### src/rtl/load_store_unit_if.sv
// Request/response and memory-side signal bundle for load_store_unit.
// Ports: req_* (core request), rsp_* (response pulse), mem_* (word memory).
// slave = the load/store unit itself; master = core + memory environment.
interface load_store_unit_if;
  logic        req_valid;
  logic        req_ready;
  logic        req_we;
  logic [1:0]  req_size;
  logic        req_unsigned;
  logic [31:0] req_addr;
  logic [31:0] req_wdata;

  logic        rsp_valid;
  logic [31:0] rsp_rdata;
  logic        rsp_err;

  logic [31:0] mem_address;
  logic [31:0] mem_data_out;
  logic [31:0] mem_data_in;
  logic        mem_we;

  modport slave (
    input  req_valid, req_we, req_size, req_unsigned, req_addr, req_wdata, mem_data_in,
    output req_ready, rsp_valid, rsp_rdata, rsp_err, mem_address, mem_data_out, mem_we
  );

  modport master (
    output req_valid, req_we, req_size, req_unsigned, req_addr, req_wdata, mem_data_in,
    input  req_ready, rsp_valid, rsp_rdata, rsp_err, mem_address, mem_data_out, mem_we
  );
endinterface

### src/rtl/load_store_unit.sv
// Load/store unit: turns byte/half/word requests into 32-bit word accesses,
// using read-modify-write for sub-word stores (memory has no byte enables).
// Latency: error 1, load 2, word store 2, sub-word store 3 cycles; one request in flight, no rsp back-pressure.
// Ports: clk, resetn (async active-low), bus (slave modport: req_*, rsp_*, mem_*).
module load_store_unit #(
  parameter logic [31:0] BASE_ADDR = 32'h0000_0000,
  parameter int unsigned MEM_BYTES = 16384
) (
  input  logic               clk,
  input  logic               resetn,
  load_store_unit_if.slave   bus
);

  localparam logic [31:0] MEM_LIMIT = 32'(MEM_BYTES);

  typedef enum logic [1:0] {IDLE, READ, WRITE, RESP} state_e;

  state_e      state_q, state_d;
  logic [31:0] addr_q,  addr_d;
  logic [1:0]  size_q,  size_d;
  logic        we_q,    we_d;
  logic        uns_q,   uns_d;
  logic [15:0] wdata_q, wdata_d;   // only the sub-word lane is needed after accept
  logic [31:0] rdata_q, rdata_d;
  logic        err_q,   err_d;
  logic [31:0] mdata_q, mdata_d;

  logic [31:0] req_off;
  logic        req_err;
  logic [7:0]  lane_b;
  logic [15:0] lane_h;
  logic [31:0] load_val;
  logic [31:0] merged;

  // Range check is done on the offset so a window that wraps past 0 still works.
  assign req_off = bus.req_addr - BASE_ADDR;
  assign req_err = (bus.req_size == 2'b11)
                 | ((bus.req_size == 2'b01) & bus.req_addr[0])
                 | ((bus.req_size == 2'b10) & (bus.req_addr[1:0] != 2'b00))
                 | (req_off >= MEM_LIMIT);

  // Lane extraction for loads and lane merge for sub-word stores.
  always_comb begin
    lane_b   = 8'h00;
    load_val = bus.mem_data_in;
    merged   = bus.mem_data_in;
    case (addr_q[1:0])
      2'd0:    lane_b = bus.mem_data_in[7:0];
      2'd1:    lane_b = bus.mem_data_in[15:8];
      2'd2:    lane_b = bus.mem_data_in[23:16];
      default: lane_b = bus.mem_data_in[31:24];
    endcase
    lane_h = addr_q[1] ? bus.mem_data_in[31:16] : bus.mem_data_in[15:0];
    case (size_q)
      2'b00: begin
        load_val = uns_q ? {24'h0, lane_b} : {{24{lane_b[7]}}, lane_b};
        case (addr_q[1:0])
          2'd0:    merged[7:0]   = wdata_q[7:0];
          2'd1:    merged[15:8]  = wdata_q[7:0];
          2'd2:    merged[23:16] = wdata_q[7:0];
          default: merged[31:24] = wdata_q[7:0];
        endcase
      end
      2'b01: begin
        load_val = uns_q ? {16'h0, lane_h} : {{16{lane_h[15]}}, lane_h};
        if (addr_q[1]) merged[31:16] = wdata_q;
        else           merged[15:0]  = wdata_q;
      end
      default: ;
    endcase
  end

  always_comb begin
    state_d = state_q;
    addr_d  = addr_q;
    size_d  = size_q;
    we_d    = we_q;
    uns_d   = uns_q;
    wdata_d = wdata_q;
    rdata_d = rdata_q;
    err_d   = err_q;
    mdata_d = mdata_q;
    case (state_q)
      IDLE: begin
        if (bus.req_valid) begin
          addr_d  = bus.req_addr;
          size_d  = bus.req_size;
          we_d    = bus.req_we;
          uns_d   = bus.req_unsigned;
          wdata_d = bus.req_wdata[15:0];
          rdata_d = 32'h0;             // stores and errors report zero data
          err_d   = req_err;
          if (req_err) begin
            state_d = RESP;
          end else if (bus.req_we && (bus.req_size == 2'b10)) begin
            mdata_d = bus.req_wdata;
            state_d = WRITE;
          end else begin
            state_d = READ;
          end
        end
      end
      READ: begin
        if (we_q) begin
          mdata_d = merged;
          state_d = WRITE;
        end else begin
          rdata_d = load_val;
          state_d = RESP;
        end
      end
      WRITE:   state_d = RESP;
      default: state_d = IDLE;
    endcase
  end

  always_ff @(posedge clk or negedge resetn) begin
    if (!resetn) begin
      state_q <= IDLE;
      addr_q  <= 32'h0;
      size_q  <= 2'b00;
      we_q    <= 1'b0;
      uns_q   <= 1'b0;
      wdata_q <= 16'h0;
      rdata_q <= 32'h0;
      err_q   <= 1'b0;
      mdata_q <= 32'h0;
    end else begin
      state_q <= state_d;
      addr_q  <= addr_d;
      size_q  <= size_d;
      we_q    <= we_d;
      uns_q   <= uns_d;
      wdata_q <= wdata_d;
      rdata_q <= rdata_d;
      err_q   <= err_d;
      mdata_q <= mdata_d;
    end
  end

  // Strobes decode straight from the state register, so reset drops mem_we asynchronously.
  assign bus.req_ready    = (state_q == IDLE);
  assign bus.rsp_valid    = (state_q == RESP);
  assign bus.mem_we       = (state_q == WRITE);
  assign bus.rsp_rdata    = rdata_q;
  assign bus.rsp_err      = err_q;
  assign bus.mem_address  = {addr_q[31:2], 2'b00};
  assign bus.mem_data_out = mdata_q;

endmodule

### src/flat_wrapper.sv
// flat-port wrapper written by rule: the top's interface ports become plain ports
module load_store_unit_flat 
#(
  parameter logic [31:0] BASE_ADDR = 32'h0000_0000,
  parameter int unsigned MEM_BYTES = 16384
)
  (clk, resetn, bus_req_valid, bus_req_we, bus_req_size, bus_req_unsigned, bus_req_addr, bus_req_wdata, bus_mem_data_in, bus_req_ready, bus_rsp_valid, bus_rsp_rdata, bus_rsp_err, bus_mem_address, bus_mem_data_out, bus_mem_we);
  load_store_unit_if bus_i ();
  input  logic clk;
  input  logic resetn;
  input wire logic [$bits(bus_i.req_valid)-1:0] bus_req_valid;
  input wire logic [$bits(bus_i.req_we)-1:0] bus_req_we;
  input wire logic [$bits(bus_i.req_size)-1:0] bus_req_size;
  input wire logic [$bits(bus_i.req_unsigned)-1:0] bus_req_unsigned;
  input wire logic [$bits(bus_i.req_addr)-1:0] bus_req_addr;
  input wire logic [$bits(bus_i.req_wdata)-1:0] bus_req_wdata;
  input wire logic [$bits(bus_i.mem_data_in)-1:0] bus_mem_data_in;
  output wire logic [$bits(bus_i.req_ready)-1:0] bus_req_ready;
  output wire logic [$bits(bus_i.rsp_valid)-1:0] bus_rsp_valid;
  output wire logic [$bits(bus_i.rsp_rdata)-1:0] bus_rsp_rdata;
  output wire logic [$bits(bus_i.rsp_err)-1:0] bus_rsp_err;
  output wire logic [$bits(bus_i.mem_address)-1:0] bus_mem_address;
  output wire logic [$bits(bus_i.mem_data_out)-1:0] bus_mem_data_out;
  output wire logic [$bits(bus_i.mem_we)-1:0] bus_mem_we;
  assign bus_i.req_valid = bus_req_valid;
  assign bus_i.req_we = bus_req_we;
  assign bus_i.req_size = bus_req_size;
  assign bus_i.req_unsigned = bus_req_unsigned;
  assign bus_i.req_addr = bus_req_addr;
  assign bus_i.req_wdata = bus_req_wdata;
  assign bus_i.mem_data_in = bus_mem_data_in;
  assign bus_req_ready = bus_i.req_ready;
  assign bus_rsp_valid = bus_i.rsp_valid;
  assign bus_rsp_rdata = bus_i.rsp_rdata;
  assign bus_rsp_err = bus_i.rsp_err;
  assign bus_mem_address = bus_i.mem_address;
  assign bus_mem_data_out = bus_i.mem_data_out;
  assign bus_mem_we = bus_i.mem_we;
  load_store_unit #(.BASE_ADDR(BASE_ADDR), .MEM_BYTES(MEM_BYTES)) u_core (.clk(clk), .resetn(resetn), .bus(bus_i));
endmodule
### config.mk
export PLATFORM = sky130hd
export DESIGN_NAME = load_store_unit_flat
export DESIGN_NICKNAME = d
export VERILOG_FILES = /design/src/rtl/load_store_unit_if.sv /design/src/rtl/load_store_unit.sv /design/src/flat_wrapper.sv
export SDC_FILE = /design/constraint.sdc
export NUM_CORES = 1
export LEC_CHECK = 0
export BUFFER_PORTS_ARGS = -buffer_cell sky130_fd_sc_hd__buf_2
export CORE_UTILIZATION = 45
export CTS_CLUSTER_DIAMETER = 40
export CTS_CLUSTER_SIZE = 20
export DETAILED_ROUTE_END_ITERATION = 6
export GPL_ROUTABILITY_DRIVEN = 0
export PLACE_DENSITY_LB_ADDON = 0.12
export SLEW_MARGIN = 15
export SYNTH_ARGS = -nofsm -noshare
export SYNTH_HDL_FRONTEND = slang
export SYNTH_SLANG_ARGS = --single-unit
### constraint.sdc
create_clock -name clk -period 2.8 [get_ports clk]
set_input_delay 0.56 -clock clk [delete_from_list [all_inputs] [get_ports clk]]
set_output_delay 0.56 -clock clk [all_outputs]
set_load 0.05 [all_outputs]
# Yosys cells after proc, flatten, opt, wreduce, memory -nomap -nowiden
# Cells that the tools add are included.
dict set report totals {
  inputBits 103
  latch_bits 0
  wordCells 64
  mem_count 0
  ramBits 0
  output_inout_bits 100
  register_bits 119
  romBits 0
}
dict set report op_classes {
  mul 0
  div 0
  n_addsub 0
  n_reduce_logical 10
  eq_ne 14
  shift 0
  bitwise_logic 5
  magnitude_cmp 1
  mux 25
}
# op count
set ops {}
lappend ops {{32-bit two-way mux} 8}
lappend ops {{32-bit case mux with 2 select lines} 4}
lappend ops {{16-bit two-way mux} 3}
lappend ops {{32-bit by 15-bit >= comparator with 1-bit output (second input constant)} 1}
lappend ops {{8-bit two-way mux} 4}
lappend ops {{8-bit case mux with 3 select lines} 1}
lappend ops {{2-bit equality test (second input constant)} 5}
lappend ops {{2-bit by 1-bit equality test with 1-bit output (second input constant)} 4}
lappend ops {{2-bit logical NOT} 3}
lappend ops {{2-bit two-way mux} 3}
lappend ops {{2-bit inequality test (second input constant)} 3}
lappend ops {{2-bit case mux with 3 select lines} 1}
lappend ops {{5-bit AND reduction} 1}
lappend ops {{2-bit by 1-bit inequality test with 1-bit output (second input constant)} 2}
lappend ops {{2-bit nonzero test} 2}
lappend ops {{1-bit bitwise OR} 3}
lappend ops {{3-bit AND reduction} 1}
lappend ops {{3-bit OR reduction} 1}
lappend ops {{1-bit AND} 2}
lappend ops {{2-bit AND reduction} 1}
lappend ops {{1-bit logical AND} 1}
lappend ops {{1-bit two-way mux} 1}

# Longest topological paths before layout
# Gate-level depths: netlist of run 1.
dict set report logic_depth {
  ltp_word 8
  ltp_mapped 9
}

# Worst setup path before layout of run 1
# No wires, ideal clock.
dict set report synth_timing {
  path_type {register to register}
  start {register u_core.state_q[0]}
  end {register u_core.mdata_q[25] (netlist: u_core.bus.mem_data_out[25])}
  setup_slack_ns 0.410
  n_path_buf 3
  path_stages_with_launch 10
  t_required_ns 2.672
  arrival_ns 2.263
  synth_period_minus_slack_ns 2.390
  path_cell_list {dfrtp_1 inv_1 ha_1 buf_2 mux2i_1 nand4bb_1 buf_2 o21ai_4 buf_6 mux2_1}
}
dict set report synth_via {
  elab_chain_cells 3
}
# item line
set synth_rtl {}
lappend synth_rtl {{start: declaration} load_store_unit.sv:18} ;# state_e state_q, state_d;
lappend synth_rtl {{start signal: assignment} load_store_unit.sv:129} ;# state_q <= state_d;
lappend synth_rtl {{2-bit logical NOT *} -}
lappend synth_rtl {{named net bus_req_ready} flat_wrapper.sv:18} ;# output wire logic [$bits(bus_i.req_ready)-1:0] bus_req_ready;
lappend synth_rtl {{2-bit inequality test (no source line), or another cell as far along} -}
lappend synth_rtl {{5-bit AND reduction (no source line)} -}
lappend synth_rtl {{end signal: assignment} load_store_unit.sv:137} ;# mdata_q <= mdata_d;
lappend synth_rtl {{end: declaration} load_store_unit.sv:26} ;# logic [31:0] mdata_q, mdata_d;
# The timed path passes the listed nets; every way through them passes the cells marked *.
# A chain may end at the register's enable or synchronous reset.

# Worst setup path after layout of run 1
dict set report layout_timing {
  start {register u_core.state_q[1]}
  end {register u_core.mdata_q[18] (netlist: u_core.bus.mem_data_out[18])}
}
dict set report layout_via {
  elab_chain_cells 3
}
# item line
set layout_rtl {}
lappend layout_rtl {{2-bit by 1-bit equality test with 1-bit output or 2-bit logical NOT (tied branches)} load_store_unit.sv:83} ;# case (state_q)
lappend layout_rtl {{2-bit by 1-bit inequality test with 1-bit output (no source line), or another cell as far along} -}
lappend layout_rtl {{5-bit AND reduction (no source line)} -}
# Several ways; a longest one is shown, not always the timed one.

==> results of run 1 <==
==> power by group through the flow <==
stage	Combinational (mW)	Sequential, mW	Clock [mW]
after floorplan	3.99	4.41	0
after global placement	6.46	3.07	0
after detailed placement	6.56	3.11	0
after CTS	6.58	3.09	2.53
after global routing	6.98	3.18	2.61
final	6.56	3.09	2.49
==> routing by layer <==
metal | share of wire | track usage | up-vias | wire length, um
li1 | - | - | 2571 | -
met1 | 0.43 | 0.350 | 2776 | 8240
met2 | 0.48 | 0.407 | 212 | 9050
met3 | 0.073 | 0.0641 | 22 | 1390
met4 | 0.015 | 0.0793 | 0 | 288
met5 | 0 | 0 | - | 0
==> cell usage after synthesis (9+ instances only) <==
cell	instances	area (um^2)
o31ai_1	11	82.6
nand2_1	45	169
buf_4	32	240
nor2_1	39	146
a31oi_1	20	125
o211ai_1	9	67.6
clkbuf_1	30	113
dfrtp_1	119	2980
mux2_1	20	225
mux2i_1	9	90.1
nand3_1	16	80.1
o21ai_0	31	155
nand2b_1	24	150
a22o_1	22	193
buf_2	13	65.1
mux2_2	64	721
==> how the worst max path moves through the flow <==
stage | startpoint | endpoint | cells past startpoint
final | u_core.state_q[1] | u_core.bus.mem_data_out[18] | 7
after detailed placement | bus_req_addr[21] | u_core.bus.mem_data_out[18] | 6
after global routing | u_core.state_q[0] | u_core.bus.mem_data_out[31] | 7
after CTS | u_core.state_q[1] | u_core.bus.mem_data_out[18] | 7
after floorplan | u_core.state_q[0] | u_core.bus.mem_data_out[25] | 9
after global placement | bus_req_addr[21] | u_core.bus.mem_data_out[31] | 6
==> logic make-up (layout without fill, tap and decap cells) <==
family	after synthesis	after routing
flip-flops	119	119
buffers and inverters	87	255
adder cells (fa/ha/maj)	4	4
AND/OR/NAND/NOR	159	159
multiplexers	94	94
AO/OA/AOI/OAI	156	156
other	1	2
==> cell usage in the layout, fill, tap and decap left out, types with 6 or more instances in the layout <==
cell type,synthesis,routed
nand2_1,45,44
a221oi_1,8,8
nand3_1,16,16
nor2_1,39,39
mux2_2,64,64
o211ai_1,9,9
mux2i_1,9,9
a22o_1,22,22
nor2b_1,6,6
nand2b_1,24,24
a31oi_1,20,20
clkbuf_16,0,17
a222oi_1,7,7
o31ai_1,11,11
o2111a_1,8,8
dfrtp_1,119,119
mux2_1,20,20
o21ai_1,7,7
buf_4,32,16
buf_2,13,199
o21ai_0,31,31
==> cell type report <==
class                           instances  share of cell area
Clock inverter                         10              0.0232
Inverter                                6             0.00276
Sequential cell                       119               0.365
Tap cell                              180              0.0276
Timing Repair Buffer                  217               0.142
Clock buffer                           22              0.0606
Multi-Input combinational cell        415               0.379
==> state kept, by name, summed over array words and instances, names as in the netlist <==
signal	flops
u_core.bus.rsp_err	1
u_core.bus.mem_data_out	32
u_core.uns_q	1
u_core.wdata_q	16
u_core.bus.rsp_rdata	32
u_core.we_q	1
u_core.size_q	2
u_core.addr_q	32
u_core.state_q	2
==> worst max-delay path: stages, from the launching register on <==
cell       delay, ps
dfrtp_1          400
inv_1            130
ha_1             340
mux2i_1          120
nand4bb_1        280
o21ai_4          170
buf_4            340
mux2_2           380
==> stage by stage <==
step	total power [mW]	util	setup WS, ps	instances
after CTS	12.2	0.581	487	969
final	12.1	0.581	492	969
after global placement	9.53	0.532	480	937
after global routing	12.8	0.581	347	969
after detailed placement	9.67	0.532	436	937
after floorplan	8.40	-	410	621
==> impl_metrics.tcl, run 1 <==
set metrics [dict create \
    async_flop_share 1.00 \
    finalHoldViolCount 0 \
    critPathCaptureType "flop" \
    drv_slew 0 \
    multi_input_area_um2 3090 \
    vias_per_cell 5.76 \
    dieArea_um2 15000 \
    p_leak_nw 3.80 \
    crit_required_ps 3100 \
    seq_power_share 0.255 \
    grt_pass1_wl_um 28900 \
    timing.rr.end "u_core.bus.mem_data_out[18]" \
    start_kind "flop" \
    drt_iter0_drc 391 \
    die_h_um 123 \
    hold_buffers 0 \
    yosys_warnings 0 \
    synth_top_family_by_area "compound AO/OA/AOI/OAI gates" \
    critPathKind "reg2reg" \
    clk_latency_ps 420 \
    n_antenna_cell 0 \
    p_clk_frac 0.205 \
    grt_overflow_total 0 \
    maxClockFrequency_mhz 433 \
    synth_flop_cell "dfrtp_1" \
    yosys.area_share.simple 0.124 \
    ir_drop_mv 0.606 \
    wl_per_cell_um 19.6 \
    num_vias 5581 \
    totalWireLength_um 19000 \
    avgSynthCellArea_um2 10.6 \
    worst_slew_pin_slew_ps 935 \
    n_fill_cell 1226 \
    slew_headroom 0.375 \
    fin_skew_ps 7.59 \
    ff2ff_path_depth 7 \
    rows 43 \
    post-cts-setup-buffers 0 \
    cts_tree "built" \
    grt_pass1_vias 5388 \
    pin_count 203 \
    grt_max_degree 67 \
    p_sw_mw 5.88 \
    path_max_fanout 24 \
    syn_inst 620 \
    synth_compound_area_frac 0.177 \
    antenna_found_initial 0 \
    worst_ep_arrival_time_ps 2600 \
    core_um2 14000 \
    seq_area_um2 2980 \
    drive_gt1_frac 0.412 \
    portBuffers 200 \
    clockBufferDepth 2 \
    power_density_nw_per_um2 1490 \
    path_clk_slew_ps 60 \
    synth-seq-area-share 0.455 \
    synthMuxAreaShare 0.162 \
    ys_types 53 \
    cts_resized 0 \
    synth_fa_ha_area_frac 0.00765 \
    cts_inserted_buffers 17 \
    p_int_mw 6.26 \
    drt-pass1-iter-count 5 \
    final.setup.tns_ps 0 \
    comb_power_share 0.541 \
    switching_share 0.485 \
    fin_crit_sh 0.824 \
    num-nets-final 883 \
    fp.dieW_um 123 \
    regToRegSetupSlack_ps 490 \
    place_area_um2 7470 \
    finalCriticalPeriod_ps 2310 \
    cts_root_buf "clkbuf_16" \
    rsz0062_at_grt "false" \
    cts_sinks 119 \
    rr_startpoint "u_core.state_q[1]" \
    maxCapViolations 0 \
    hp-class "in2async" \
    ys_ff_latch 119 \
    design_area_um2 8160 \
    finalHoldWorstSlack_ps 138 \
    setup_viol 0 \
    synth_edf_count 0 \
    drtAntennaViolNets 0 \
    syn_area_um2 6550 \
    synth-xor-area-share 0 \
    area.growth.synth_to_final_pct 24.6 \
    grt.total_usage 0.258 \
    start_util 0.466 \
    run_status "completed" \
    drc 0 \
    cts_max_level 4 \
    place_hpwl_um 14100 \
]
Power figures use the tool's default switching activity.
==> run 2: changes to the inputs <==
- ABC_AREA: not set -> 1
- clock period: 2.8 -> 2.3 ns (I/O delays scaled with it)
==> run 2 against run 1 <==
Against the previous run: the run now ends with DRC left; combinational power up 34%; wire length up 15%; synthesized area up 11%; critical path depth rose by 1; synthesized cell count rose by 69%; flip-flop and latch count stayed put; core utilization fell by 2.5 points; hold slack gained 95 ps; largest power group unchanged.
==> impl_metrics.tcl, run 2 <==
set metrics [dict create \
    worst_ep_arrival_time_ps 2440 \
    critPathCaptureType "flop" \
    final_cells 1428 \
    rsz0062_at_grt "false" \
    portBuffers 200 \
    antenna_found_initial 0 \
    start_kind "flop" \
    synth_area_leaders "dfrtp_1 (41%), nand2_1 (23%), nand3_1 (7.4%)" \
    drtAntennaViolNets 0 \
    critPathKind "reg2reg" \
    worst_slew_pin_slew_ps 669 \
    avgSynthCellArea_um2 6.94 \
    core_um2 15800 \
    clk_latency_ps 420 \
    cts_inserted_buffers 17 \
    seq_power_share 0.244 \
    clockBufferDepth 2 \
    finalCriticalPeriod_ps 2140 \
    grt_pass1_vias 6655 \
    ys_types 35 \
    place_hpwl_um 15900 \
    power.total_mw 15.0 \
    synth-seq-area-share 0.410 \
    ys_ff_latch 119 \
    cts_sinks 119 \
    drt-pass1-iter-count 7 \
    pin_count 203 \
    critPathTopFamily "simple AND/OR/NAND/NOR gates" \
    maxClockFrequency_mhz 466 \
    path_clk_slew_ps 50 \
    synth_top_cell_by_area "dfrtp_1" \
    fin_skew_ps 5.72 \
    cts_tree "built" \
    grt.total_usage 0.274 \
    post-cts-setup-buffers 0 \
    synth_flop_cell "dfrtp_1" \
    p_leak_nw 4.95 \
    drc 24 \
    num_vias 7199 \
    finalHoldWorstSlack_ps 233 \
    vias_per_cell 5.04 \
    place_area_um2 8220 \
    num-nets-final 1308 \
    hp-class "in2reg" \
    drive_gt1_frac 0.243 \
    ir_drop_mv 0.809 \
    finalHoldViolCount 0 \
    cts_root_buf "clkbuf_16" \
    maxCapViolations 0 \
    switching_share 0.540 \
    crit_chain "inv_4, nand2_4, o21ai_2, nand2_2, nand3_4, nand3_4, nand3_1, nand2_1" \
    path_max_fanout 19 \
    run_status "finished with violations" \
    n_fill_cell 1592 \
    layout_common_cells "nand2_1 (452), buf_2 (199), dfrtp_1 (118), nand3_1 (107), inv_1 (67)" \
    rows 46 \
    syn_area_um2 7270 \
    synth_edf_count 0 \
    slew_headroom 0.554 \
    start_util 0.459 \
    n_antenna_cell 0 \
    p_int_mw 6.90 \
    slowest_stage "dfrtp_1" \
    yosysTopAreaCellShare 0.410 \
    area.growth.synth_to_final_pct 20.9 \
    fin_crit_sh 0.933 \
    dieArea_um2 16700 \
    syn_inst 1047 \
    path_common_cell "nand3_4" \
    grt_overflow_total 0 \
    yosys_warnings 0 \
    synthTopCellsByCount "nand2_1 (452), dfrtp_1 (119), nand3_1 (107), inv_1 (67), o21ai_0 (42)" \
    final.setup.tns_ps 0 \
    failed_checks "DRC" \
    synth.most_common_cell "nand2_1" \
    p_sw_mw 8.09 \
    crit_buf_inv 1 \
    design_area_um2 8790 \
    fp.dieW_um 129 \
    cts_max_level 4 \
    p_clk_frac 0.171 \
    grt_pass1_wl_um 34800 \
    setup_viol 0 \
    crit_required_ps 2600 \
    grt_max_degree 71 \
    drt_iter0_drc 505 \
    die_h_um 129 \
    async_flop_share 1.00 \
    dp.cells 1397 \
    critPathMaxStageDelay_ps 570 \
    wl_per_cell_um 15.3 \
    drv_slew 0 \
    comb_power_share 0.585 \
    final_common_cell "nand2_1" \
    totalWireLength_um 21900 \
    power_density_nw_per_um2 1710 \
]
## run 2: cell count changes after synthesis, sizes merged, moves of 16 or more
cell    change
a22o       -21
inv        +69
mux2       -84
nand2     +414
a21oi      +30
nand3     +104
clkinv     +16
nand2b     -24
buf        +19
a31oi      -19
## run 2: logic make-up (layout without fill, tap and decap cells)
| logic type | count (synthesis) | in the layout | synth area share |
|---|---|---|---|
| buffers and inverters | 179 | 343 | 0.122 |
| and+or+nand+nor | 630 | 630 | 0.369 |
| AOI/OAI and AO/OA | 114 | 114 | 0.0922 |
| adders and majority gates | 4 | 4 | 0.00688 |
| DFF | 119 | 119 | 0.410 |
| other | 1 | 2 | 0.000516 |
## run 2: final timing paths
check                                              endpoint  depth (start not counted)                   startpoint  slack [ps]
worst max-delay path               u_core.bus.rsp_rdata[16]                          8             u_core.addr_q[1]         160
worst min-delay path                       u_core.addr_q[7]                          3              bus_req_addr[7]         230
worst max register to register     u_core.bus.rsp_rdata[16]                          8             u_core.addr_q[1]         160
worst min register to register  u_core.bus.mem_data_out[23]                          2  u_core.bus.mem_data_out[23]         460
max in group asynchronous       u_core.bus.mem_data_out[15]                          3                       resetn        1350
min in group asynchronous           u_core.bus.rsp_rdata[1]                          2                       resetn         380
## run 2: layer usage
layer | part of all wire | GRT usage | vias up | wire (um)
met3 | 0.081 | 0.0632 | 47 | 1760
met4 | 0.038 | 0.134 | 0 | 838
li1 | - | - | 3577 | -
met2 | 0.44 | 0.415 | 318 | 9560
met1 | 0.44 | 0.369 | 3257 | 9700
met5 | 0 | 0 | - | 0
## run 2: tightest hold or removal path: stages
cell and delay (ps):
buf_2 70, nand2_1 40, nand2_1 40
## run 2: power by group through the flow
stage               sequential (mW)  clock, mW  combinational (mW)
floorplan                      5.02          0                5.64
global placement               3.68          0                8.68
detailed placement             3.66          0                8.79
CTS                            3.65       2.61                8.81
global route                   3.77       2.69                9.60
finish                         3.66       2.57                8.77
## run 2: metrics by stage
stage / util / setup slack [ps]
4_1_cts: 0.555 / 215
6_report: 0.555 / 155
3_3_place_gp: 0.519 / 227
3_5_place_dp: 0.519 / 231
2_1_floorplan: - / 261
5_1_grt: 0.555 / 26.4
## run 2: final cells by class
class                   instances  area (um^2)  share of cell area
well taps                     216          270              0.0307
flip-flops and latches        119         2980               0.339
clock buffers                  20          457              0.0519
repair buffers                222         1220               0.139
inverters                      91          344              0.0391
clock inverters                10          105              0.0120
multi-input cells             750         3410               0.388
## run 2: what timing repair did
action	CTS	global route
resized for setup	0	0
setup endpoints to repair	0	0
hold buffers	1	0
hold endpoints to repair	1	0
